File: src/rtl/fifo_pkg.sv
`default_nettype none
// ============================================================================
//  Module      : fifo_pkg
//  Description : Shared types and helpers for the FIFO read-side packer.
//  Revision    : 1.0 - initial release
// ============================================================================
package fifo_pkg;

  // Byte width of the async FIFO this stage sits behind
  localparam int DATA_WIDTH = 8;

  // Packer control states
  typedef enum logic [0:0] {
    FILL = 1'b0,  // popping bytes into the accumulator
    XFER = 1'b1   // accumulator waiting for the output register
  } pack_state_e;

  // Lane mask with the lowest cnt bits set
  function automatic logic [31:0] keep_mask(input int unsigned cnt);
    return (32'd1 << cnt) - 32'd1;
  endfunction

endpackage
`default_nettype wire

File: src/rtl/fifo_rd_out_reg.sv
`default_nettype none
// ============================================================================
//  Module      : fifo_rd_out_reg
//  Description : Single-entry valid/ready output register; counts accepted
//                words. A load in the same cycle as an accept keeps the
//                output valid with the new word (back-to-back output).
//  Revision    : 1.0 - initial release
// ============================================================================
module fifo_rd_out_reg
  import fifo_pkg::*;
#(
  parameter int Data_Width = DATA_WIDTH,
  parameter int Pack       = 4,
  parameter int Cnt_Width  = 16
) (
  input  logic                       rd_clk,
  input  logic                       rd_rst,
  input  logic                       load_i,
  input  logic [Data_Width*Pack-1:0] load_data_i,
  input  logic [Pack-1:0]            load_keep_i,
  output logic                       free_o,
  output logic [Data_Width*Pack-1:0] m_data_o,
  output logic [Pack-1:0]            m_keep_o,
  output logic                       m_valid_o,
  input  logic                       m_ready_i,
  output logic [Cnt_Width-1:0]       word_cnt_o
);

  logic [Data_Width*Pack-1:0] m_data_q;
  logic [Pack-1:0]            m_keep_q;
  logic                       m_valid_q;
  logic [Cnt_Width-1:0]       word_cnt_q;
  logic                       w_accept;

  assign w_accept   = m_valid_q && m_ready_i;
  // The slot can take a new word if empty or being drained this cycle
  assign free_o     = !m_valid_q || m_ready_i;
  assign m_data_o   = m_data_q;
  assign m_keep_o   = m_keep_q;
  assign m_valid_o  = m_valid_q;
  assign word_cnt_o = word_cnt_q;

  // Hold the word until accepted; count every downstream accept
  always_ff @(posedge rd_clk) begin
    if (rd_rst) begin
      m_data_q   <= '0;
      m_keep_q   <= '0;
      m_valid_q  <= 1'b0;
      word_cnt_q <= '0;
    end else begin
      if (w_accept) begin
        word_cnt_q <= word_cnt_q + Cnt_Width'(1);
      end
      if (load_i) begin
        m_data_q  <= load_data_i;
        m_keep_q  <= load_keep_i;
        m_valid_q <= 1'b1;
      end else if (w_accept) begin
        m_valid_q <= 1'b0;
      end
    end
  end

endmodule
`default_nettype wire

File: src/rtl/fifo_rd_packer.sv
`default_nettype none
// ============================================================================
//  Module      : fifo_rd_packer
//  Description : Pops bytes from the async FIFO read port and packs Pack of
//                them into one word on a valid/ready interface. A flush
//                emits the current partial word with a lane keep mask.
//  Revision    : 1.0 - initial release
// ============================================================================
module fifo_rd_packer
  import fifo_pkg::*;
#(
  parameter int Data_Width = DATA_WIDTH,
  parameter int Pack       = 4,
  parameter int Cnt_Width  = 16
) (
  input  logic                       rd_clk,
  input  logic                       rd_rst,
  input  logic                       empty,
  input  logic [Data_Width-1:0]      data_out,
  output logic                       rd_en,
  input  logic                       flush,
  output logic [Data_Width*Pack-1:0] m_data,
  output logic [Pack-1:0]            m_keep,
  output logic                       m_valid,
  input  logic                       m_ready,
  output logic [Cnt_Width-1:0]       word_cnt
);

  localparam int AW = $clog2(Pack + 1);

  pack_state_e                state_q, state_d;
  logic [AW-1:0]              acc_cnt_q, acc_cnt_d;
  logic                       inflight_q;
  logic                       flush_pend_q, flush_pend_d;
  logic [Data_Width-1:0]      acc_q [Pack];

  logic [AW:0]                w_occ;
  logic                       w_out_free;
  logic                       w_xfer;
  logic [Data_Width*Pack-1:0] w_word;
  logic [Pack-1:0]            w_keep;

  // Occupancy counts the byte still in flight so we never overrun a lane
  assign w_occ  = {1'b0, acc_cnt_q} + (AW+1)'(inflight_q);
  assign rd_en  = !rd_rst && !empty && !flush_pend_q && (w_occ < (AW+1)'(Pack));
  assign w_xfer = (state_q == XFER) && w_out_free;
  assign w_keep = Pack'(keep_mask(32'(acc_cnt_q)));

  // Unfilled lanes are forced to zero so a partial word carries no stale data
  for (genvar i = 0; i < Pack; i++) begin : g_lane
    assign w_word[i*Data_Width +: Data_Width] = (AW'(i) < acc_cnt_q) ? acc_q[i] : '0;
  end

  // Next-state for fill count, flush request and control state
  always_comb begin
    acc_cnt_d    = acc_cnt_q;
    flush_pend_d = flush_pend_q;
    state_d      = state_q;

    if (w_xfer) begin
      acc_cnt_d = '0;
    end else if (inflight_q) begin
      acc_cnt_d = acc_cnt_q + AW'(1);
    end

    // A flush with nothing accumulated or in flight is dropped
    if (flush && ((acc_cnt_q != '0) || inflight_q)) begin
      flush_pend_d = 1'b1;
    end
    if (w_xfer) begin
      flush_pend_d = 1'b0;
    end

    case (state_q)
      FILL: begin
        // Look at the post-capture count so a full word moves one cycle sooner
        if ((acc_cnt_d == AW'(Pack)) ||
            (flush_pend_q && !inflight_q && (acc_cnt_q != '0))) begin
          state_d = XFER;
        end
      end
      XFER: begin
        if (w_xfer) begin
          state_d = FILL;
        end
      end
      default: state_d = FILL;
    endcase
  end

  // Control registers and byte capture into the next free lane
  always_ff @(posedge rd_clk) begin
    if (rd_rst) begin
      state_q      <= FILL;
      acc_cnt_q    <= '0;
      inflight_q   <= 1'b0;
      flush_pend_q <= 1'b0;
      for (int i = 0; i < Pack; i++) begin
        acc_q[i] <= '0;
      end
    end else begin
      state_q      <= state_d;
      acc_cnt_q    <= acc_cnt_d;
      inflight_q   <= rd_en;
      flush_pend_q <= flush_pend_d;
      for (int i = 0; i < Pack; i++) begin
        if (inflight_q && (acc_cnt_q == AW'(i))) begin
          acc_q[i] <= data_out;
        end
      end
    end
  end

  fifo_rd_out_reg #(
    .Data_Width (Data_Width),
    .Pack       (Pack),
    .Cnt_Width  (Cnt_Width)
  ) u_out_reg (
    .rd_clk      (rd_clk),
    .rd_rst      (rd_rst),
    .load_i      (w_xfer),
    .load_data_i (w_word),
    .load_keep_i (w_keep),
    .free_o      (w_out_free),
    .m_data_o    (m_data),
    .m_keep_o    (m_keep),
    .m_valid_o   (m_valid),
    .m_ready_i   (m_ready),
    .word_cnt_o  (word_cnt)
  );

endmodule
`default_nettype wire

File: config.mk
export PLATFORM = sky130hd
export DESIGN_NAME = fifo_rd_packer
export DESIGN_NICKNAME = d
export VERILOG_FILES = /design/src/rtl/fifo_pkg.sv /design/src/rtl/fifo_rd_out_reg.sv /design/src/rtl/fifo_rd_packer.sv
export SDC_FILE = /design/constraint.sdc
export NUM_CORES = 1
export LEC_CHECK = 0
export BUFFER_PORTS_ARGS = -buffer_cell sky130_fd_sc_hd__buf_2
export CELL_PAD_IN_SITES_DETAIL_PLACEMENT = 2
export CELL_PAD_IN_SITES_GLOBAL_PLACEMENT = 2
export CORE_MARGIN = 3
export CORE_UTILIZATION = 36
export DETAILED_ROUTE_END_ITERATION = 8
export PLACE_DENSITY_LB_ADDON = 0.1
export SKIP_LAST_GASP = 1
export SYNTH_ARGS = -nofsm -noshare
export SYNTH_HDL_FRONTEND = slang
export SYNTH_HIERARCHICAL = 1
export SYNTH_SLANG_ARGS = --single-unit
File: constraint.sdc
create_clock -name rd_clk -period 2 [get_ports rd_clk]
set_clock_uncertainty 0.1 [all_clocks]
set_input_delay 0.2 -clock rd_clk [delete_from_list [all_inputs] [get_ports rd_clk]]
set_output_delay 0.2 -clock rd_clk [all_outputs]
set_load 0.03 [all_outputs]
* Word level (Yosys, flattened, before mapping) *
Memory sizes are Yosys's and may differ from the RTL's.
Index checks and enable logic that the tools add are counted.

word-level totals
  register bits after elaboration = 59
  bits in writable memories = 32
  bits of input ports = 13
  logic and storage cells = 81
  memories kept = 1

cells by class
  $add $sub $neg = 4
  order comparisons = 5
  equality and inequality tests = 4
  shift-type cells = 1
  mux-type cells = 29
  bitwise gates (word level) = 5
  reduce and logical (&&, ||, !) cells = 24

memories
  name   depth  width  read ports  clocked after Yosys merged registers in  wr ports  line                  source
  acc_q  4      8      4           0                                        4         fifo_rd_packer.sv:35  logic [Data_Width-1:0] acc_q [Pack];

operator list
  kind                     count
  $mux W8                  8
  $mux W1                  18
  $add A16 B1 Y16 const B  1
  $logic_and A1 B1 Y1      12
  $eq A3 B2 Y1 const B     2
  $lt A1 B3 Y1 const A     2
  $lt A2 B3 Y1 const A     2
  $mux W3                  2
  $logic_not A1 Y1         5
  $add A3 B1 Y4            1
  $lt A4 B3 Y1 const B     1
  $or A1 B1 Y1             4
  $shl A1 B3 Y4 const A    1
  $sub A4 B1 Y4 const B    1
  $add A3 B1 Y3 const B    1
  $eq A3 B1 Y1 const B     1
  $eq A3 B3 Y1 const B     1
  $logic_not A3 Y1         1
  $logic_or A1 B1 Y1       3
  $reduce_bool A3 Y1       1
  $pmux W1 S2              1
  $reduce_bool A2 Y1       1
  $reduce_or A2 Y1         1
  $not A1 Y1               1

* Logic depth before layout (Yosys ltp) *
  word-level depth = 8
  gate-level depth with buffers = 8
  depth with buffers taken out = 7

* Hierarchy *
The synthesis kept the hierarchy.

modules (own cells, without submodules)
  module           instances  cells an instance  area each (um^2)  seq. area each (um^2)
  fifo_rd_out_reg  1          202                1,999.4           1,061.0
  fifo_rd_packer   1          154                1,900.6           1,081.0

* Worst setup path before layout *
Ideal clock, no wire load.

  kind = register to register
  start = reg u_out_reg.word_cnt_q[7], in the netlist u_out_reg/word_cnt_o[7]
  end = reg u_out_reg.word_cnt_q[15], in the netlist u_out_reg/word_cnt_o[15]
  setup time = 0.070 ns
  arrival = 1.787 ns
  data required time = 1.830 ns
  path slack = 0.043 ns
  cell stages (with the launch flop) = 5
  path buffers = 0
  cell sequence = dfxtp_1 > nand4_2 > or3_4 > or4_1 > a21oi_1

on the way
  longest elaborated chain between the ends = 1

RTL lines
  item                      line                   source
  start: declaration        fifo_rd_out_reg.sv:32  logic [Cnt_Width-1:0] word_cnt_q;
  start signal: assignment  fifo_rd_out_reg.sv:52  word_cnt_q <= word_cnt_q + Cnt_Width'(1);
  $add A16 B1 Y16           fifo_rd_out_reg.sv:52

Every way passes these cells.
A chain may end at the register's enable or synchronous reset.

* Final worst setup path *
  start = reg acc_cnt_q[2]
  end = out rd_en

on the way
  longest elaborated chain between the ends = 3

RTL lines
  item                      line                   source
  start: declaration        fifo_rd_packer.sv:32   logic [AW-1:0] acc_cnt_q, acc_cnt_d;
  start signal: assignment  fifo_rd_packer.sv:103  acc_cnt_q <= acc_cnt_d;
  $add A3 B1 Y4             fifo_rd_packer.sv:44   assign w_occ = {1'b0, acc_cnt_q} + (AW+1)'(inflight_q);
  $lt A4 B3 Y1              fifo_rd_packer.sv:45   assign rd_en = !rd_rst && !empty && !flush_pend_q && (w_occ < (AW+1)'(Pack));
  $logic_and A1 B1 Y1       fifo_rd_packer.sv:45
  end: declaration          fifo_rd_packer.sv:20   output logic rd_en,

Every way passes these cells.

==> impl_results.md <==
* Drt total wl at 9.899 mm
* Largest fanout on the critical path at 11
* Max Transition Viols Final at 0
* Number of remaining DRC errors at 0
* Ratio of cells with drive above 1 in the final layout at between 20% and 30%
* Area added between synthesis and finish at 20.92%
* Arrival time at the worst endpoint at 1620 ps
* Final hold vios at 0
* DR iter-0 viols at 91
* Critical path start-end classification: reg2out
* Core area at 10,420 sq um
* Number of antenna violations at the first check in global routing at 0
* Most common library cell in the layout ignoring fill and taps: sky130_fd_sc_hd__buf_2
* Final GP Congestion at ~0.75
* Yosys Warn Count at 6
* Sink Count at 91
* Global-route wire length before repair at between 15 and 20 mm
* Setup TNS at 0 ps
* Post-Syn Area at about 3900 sq um
* Largest net degree at the start of global routing at 34
* Vias/cell at 4.898
* Result of the run: complete, no violations
* Register-to-Register Path Depth at 4
* Global Route met2 Usage at 30.16%
* Clock-pin slew reported for the worst setup and hold paths after clock tree synthesis at 90 ps
* Initial cell density of the core at between 30 and 40%
* Number of instances on the worst hold path at 3
* Die X-Extent at 110.1 microns
* Count of distinct cell types in the synthesized netlist at 44
* Final Critical Period at 1920 ps
* Most instantiated flip-flop cell in the synthesis netlist: sky130_fd_sc_hd__dfxtp_1
* Number of vias in the routed layout at 2,831
* CTS tree: done
* Register bit total from synthesis at 91
* Number of H-tree branching levels at 3
* Cells after synthesis at 356
* Final period utilization at 95.98%
* Kind of capture point of the worst setup path: output pin
* Detailed placement HPWL at 7.241 mm
* GR met1 Demand/Resource at 21.73%
* Post-synth EDFFs at 32
* Data required time of the worst path at 1700 ps
* Remaining global-route overflow at 0
* Area enclosed by the die boundary at 12,120 sq um
* Nets at 457
* Transition time at the pin with the least slew margin at 465.9 ps
* Height of the die at 110.1 microns
* Static leakage at 1.894 nW
* I/O pin cnt at 67
* Peak clock frequency supported by timing at 520.9 MHz
* Share of synthesized area occupied by flip-flops and latches at 54.92%
* Antenna diodes at 0
* Maximum vdd drop at 0.0004294 V
* Number of global-route vias before repair at 2,949
* Total power density per cell area at between 800 and 900 nW/um^2
* Fin Hold WS at 53.53 ps
* Post-Syn Nets at 376
* Pre-CTS WS at 183.6 ps
* Total clock buffers created by CTS at 9
* Share of async-settable or async-resettable flops after synthesis at 0%
* Worst hold path class: in2reg
* Average detailed-routed wire length per instance at 17.13 microns
* Filler instances at 1,126
* Final antenna-violating net count at 0
* Startpoint type of the worst setup path: register
* Commonest cells after routing, fill and taps aside: sky130_fd_sc_hd__buf_2 (65), sky130_fd_sc_hd__dfxtp_1 (58), sky130_fd_sc_hd__nor2_1 (53), sky130_fd_sc_hd__and2_1 (40), sky130_fd_sc_hd__mux2i_1 (37)
* Worst-Skew Late Latency at 350 ps
* Site Rows at 37
* Post-CTS Repair Setup Buffers at 0
* # port buffers at 66
* Master cell of the clock root buffer: sky130_fd_sc_hd__clkbuf_8
* GR Util All Layers at 17.27%
* Max-cap check violation count at 0
* Slew headroom at between 60% and 70%
* Pre-antenna DRT Iters at 4
* Overall power consumption at 0.003901 W
* Fraction of met3 tracks used by global routing at 2.563%
* Min setup slack post-route at 80.34 ps
* Total of endpoints with negative setup slack in the final report at 0
* Number of buffers on the longest clock path at 2
* Most Crowded Layer GR: met2
* Average instance area after synthesis at about 11 sq um
[flip-flops by register name (all words and copies together), names as in the netlist]
signal	flops
acc_cnt_q	3
acc_q	32
flush_pend_q	1
inflight_q	1
state_q	1
u_out_reg/m_data_o	32
u_out_reg/m_keep_o	4
u_out_reg/m_valid_o	1
u_out_reg/word_cnt_o	16
[final timing paths]
path                                   end                     from  slack [ps]
hold / removal     u_out_reg/word_cnt_o[1]                  m_ready          50
setup / recovery                     rd_en             acc_cnt_q[2]          80
hold reg to reg               flush_pend_q             flush_pend_q         380
setup reg to reg  u_out_reg/word_cnt_o[15]  u_out_reg/word_cnt_o[7]         160
[metrics by stage]
stage               std cells  cell area [sq um]  util, %
floorplan                 356               3900        -
global placement          560               4481    43.02
detailed placement        560               4481    43.02
CTS                       578               4711    45.23
global route              578               4716    45.27
finish                    578               4716    45.27
[synthesized netlist by cell type (2+ instances only)]
library cell	n	area (sq um)
sky130_fd_sc_hd__clkbuf_1	8	30.03
sky130_fd_sc_hd__nand2_1	10	37.54
sky130_fd_sc_hd__a31o_2	2	17.52
sky130_fd_sc_hd__o21bai_1	2	15.01
sky130_fd_sc_hd__nor2b_1	23	143.9
sky130_fd_sc_hd__buf_2	5	25.02
sky130_fd_sc_hd__and2_1	41	256.5
sky130_fd_sc_hd__xnor2_1	7	61.31
sky130_fd_sc_hd__xor2_1	6	52.55
sky130_fd_sc_hd__a21oi_1	11	55.05
sky130_fd_sc_hd__dfxtp_1	59	1181
sky130_fd_sc_hd__nor2_1	53	198.9
sky130_fd_sc_hd__inv_1	11	41.29
sky130_fd_sc_hd__nor3_1	4	20.02
sky130_fd_sc_hd__o21ai_0	3	15.01
sky130_fd_sc_hd__nand4_1	3	18.77
sky130_fd_sc_hd__ha_1	7	87.58
sky130_fd_sc_hd__nor4b_4	2	47.55
sky130_fd_sc_hd__edfxtp_1	32	960.9
sky130_fd_sc_hd__mux2i_1	37	370.4
sky130_fd_sc_hd__and4_1	2	17.52
sky130_fd_sc_hd__nand2b_1	2	12.51
sky130_fd_sc_hd__nand3_1	4	20.02
sky130_fd_sc_hd__nor4_4	2	42.54
[power breakdown]
part	internal, W	switching, W
Clock	0.000702	0.000644
Combinational	0.000212	0.000319
Sequential	0.00198	0.0000434
Total	0.00289	0.00101
[routing by layer]
| layer | vias up | part of all wire (%) |
|---|---|---|
| li1 | 1376 | - |
| met1 | 1404 | 44 |
| met2 | 40 | 51 |
| met3 | 11 | 2.8 |
| met4 | 0 | 1.3 |
| met5 | - | 0 |
[kinds of logic (layout without fill, tap and decap cells)]
| logic type | count (synthesis) | after routing | synth area share (%) |
|---|---|---|---|
| buffers and inverters | 26 | 112 | 2.952 |
| xor gates and xnor gates | 13 | 13 | 2.919 |
| AOI/OAI and AO/OA | 23 | 23 | 3.657 |
| DFF | 91 | 91 | 54.92 |
| adders and majority gates | 7 | 7 | 2.246 |
| muxes | 37 | 37 | 9.496 |
| and+or+nand+nor | 159 | 159 | 23.81 |
[layout make-up]
class / count / area (sq um) / share of cell area, %
Sequential cell: 91 / 2146 / 45.50
Multi-Input combinational cell: 239 / 1644 / 34.86
Timing Repair Buffer: 85 / 505.5 / 10.72
Tap cell: 136 / 170.2 / 3.608
Clock buffer: 11 / 131.4 / 2.786
Clock inverter: 5 / 77.57 / 1.645
Inverter: 11 / 41.29 / 0.8756
[worst max-delay path: stages (launching register included)]
cell and delay (ps):
sky130_fd_sc_hd__dfxtp_4 400, sky130_fd_sc_hd__or4_4 530, sky130_fd_sc_hd__a21oi_1 140, sky130_fd_sc_hd__clkbuf_4 200
[what timing repair did]
| item | CTS | global route |
|---|---|---|
| gates resized for setup | 1 | 2 |
| endpoints found under the hold margin | 2 | 0 |
| hold buffers | 2 | 0 |
| setup endpoints to repair | 1 | 1 |
(Power assumes the default switching activity.)
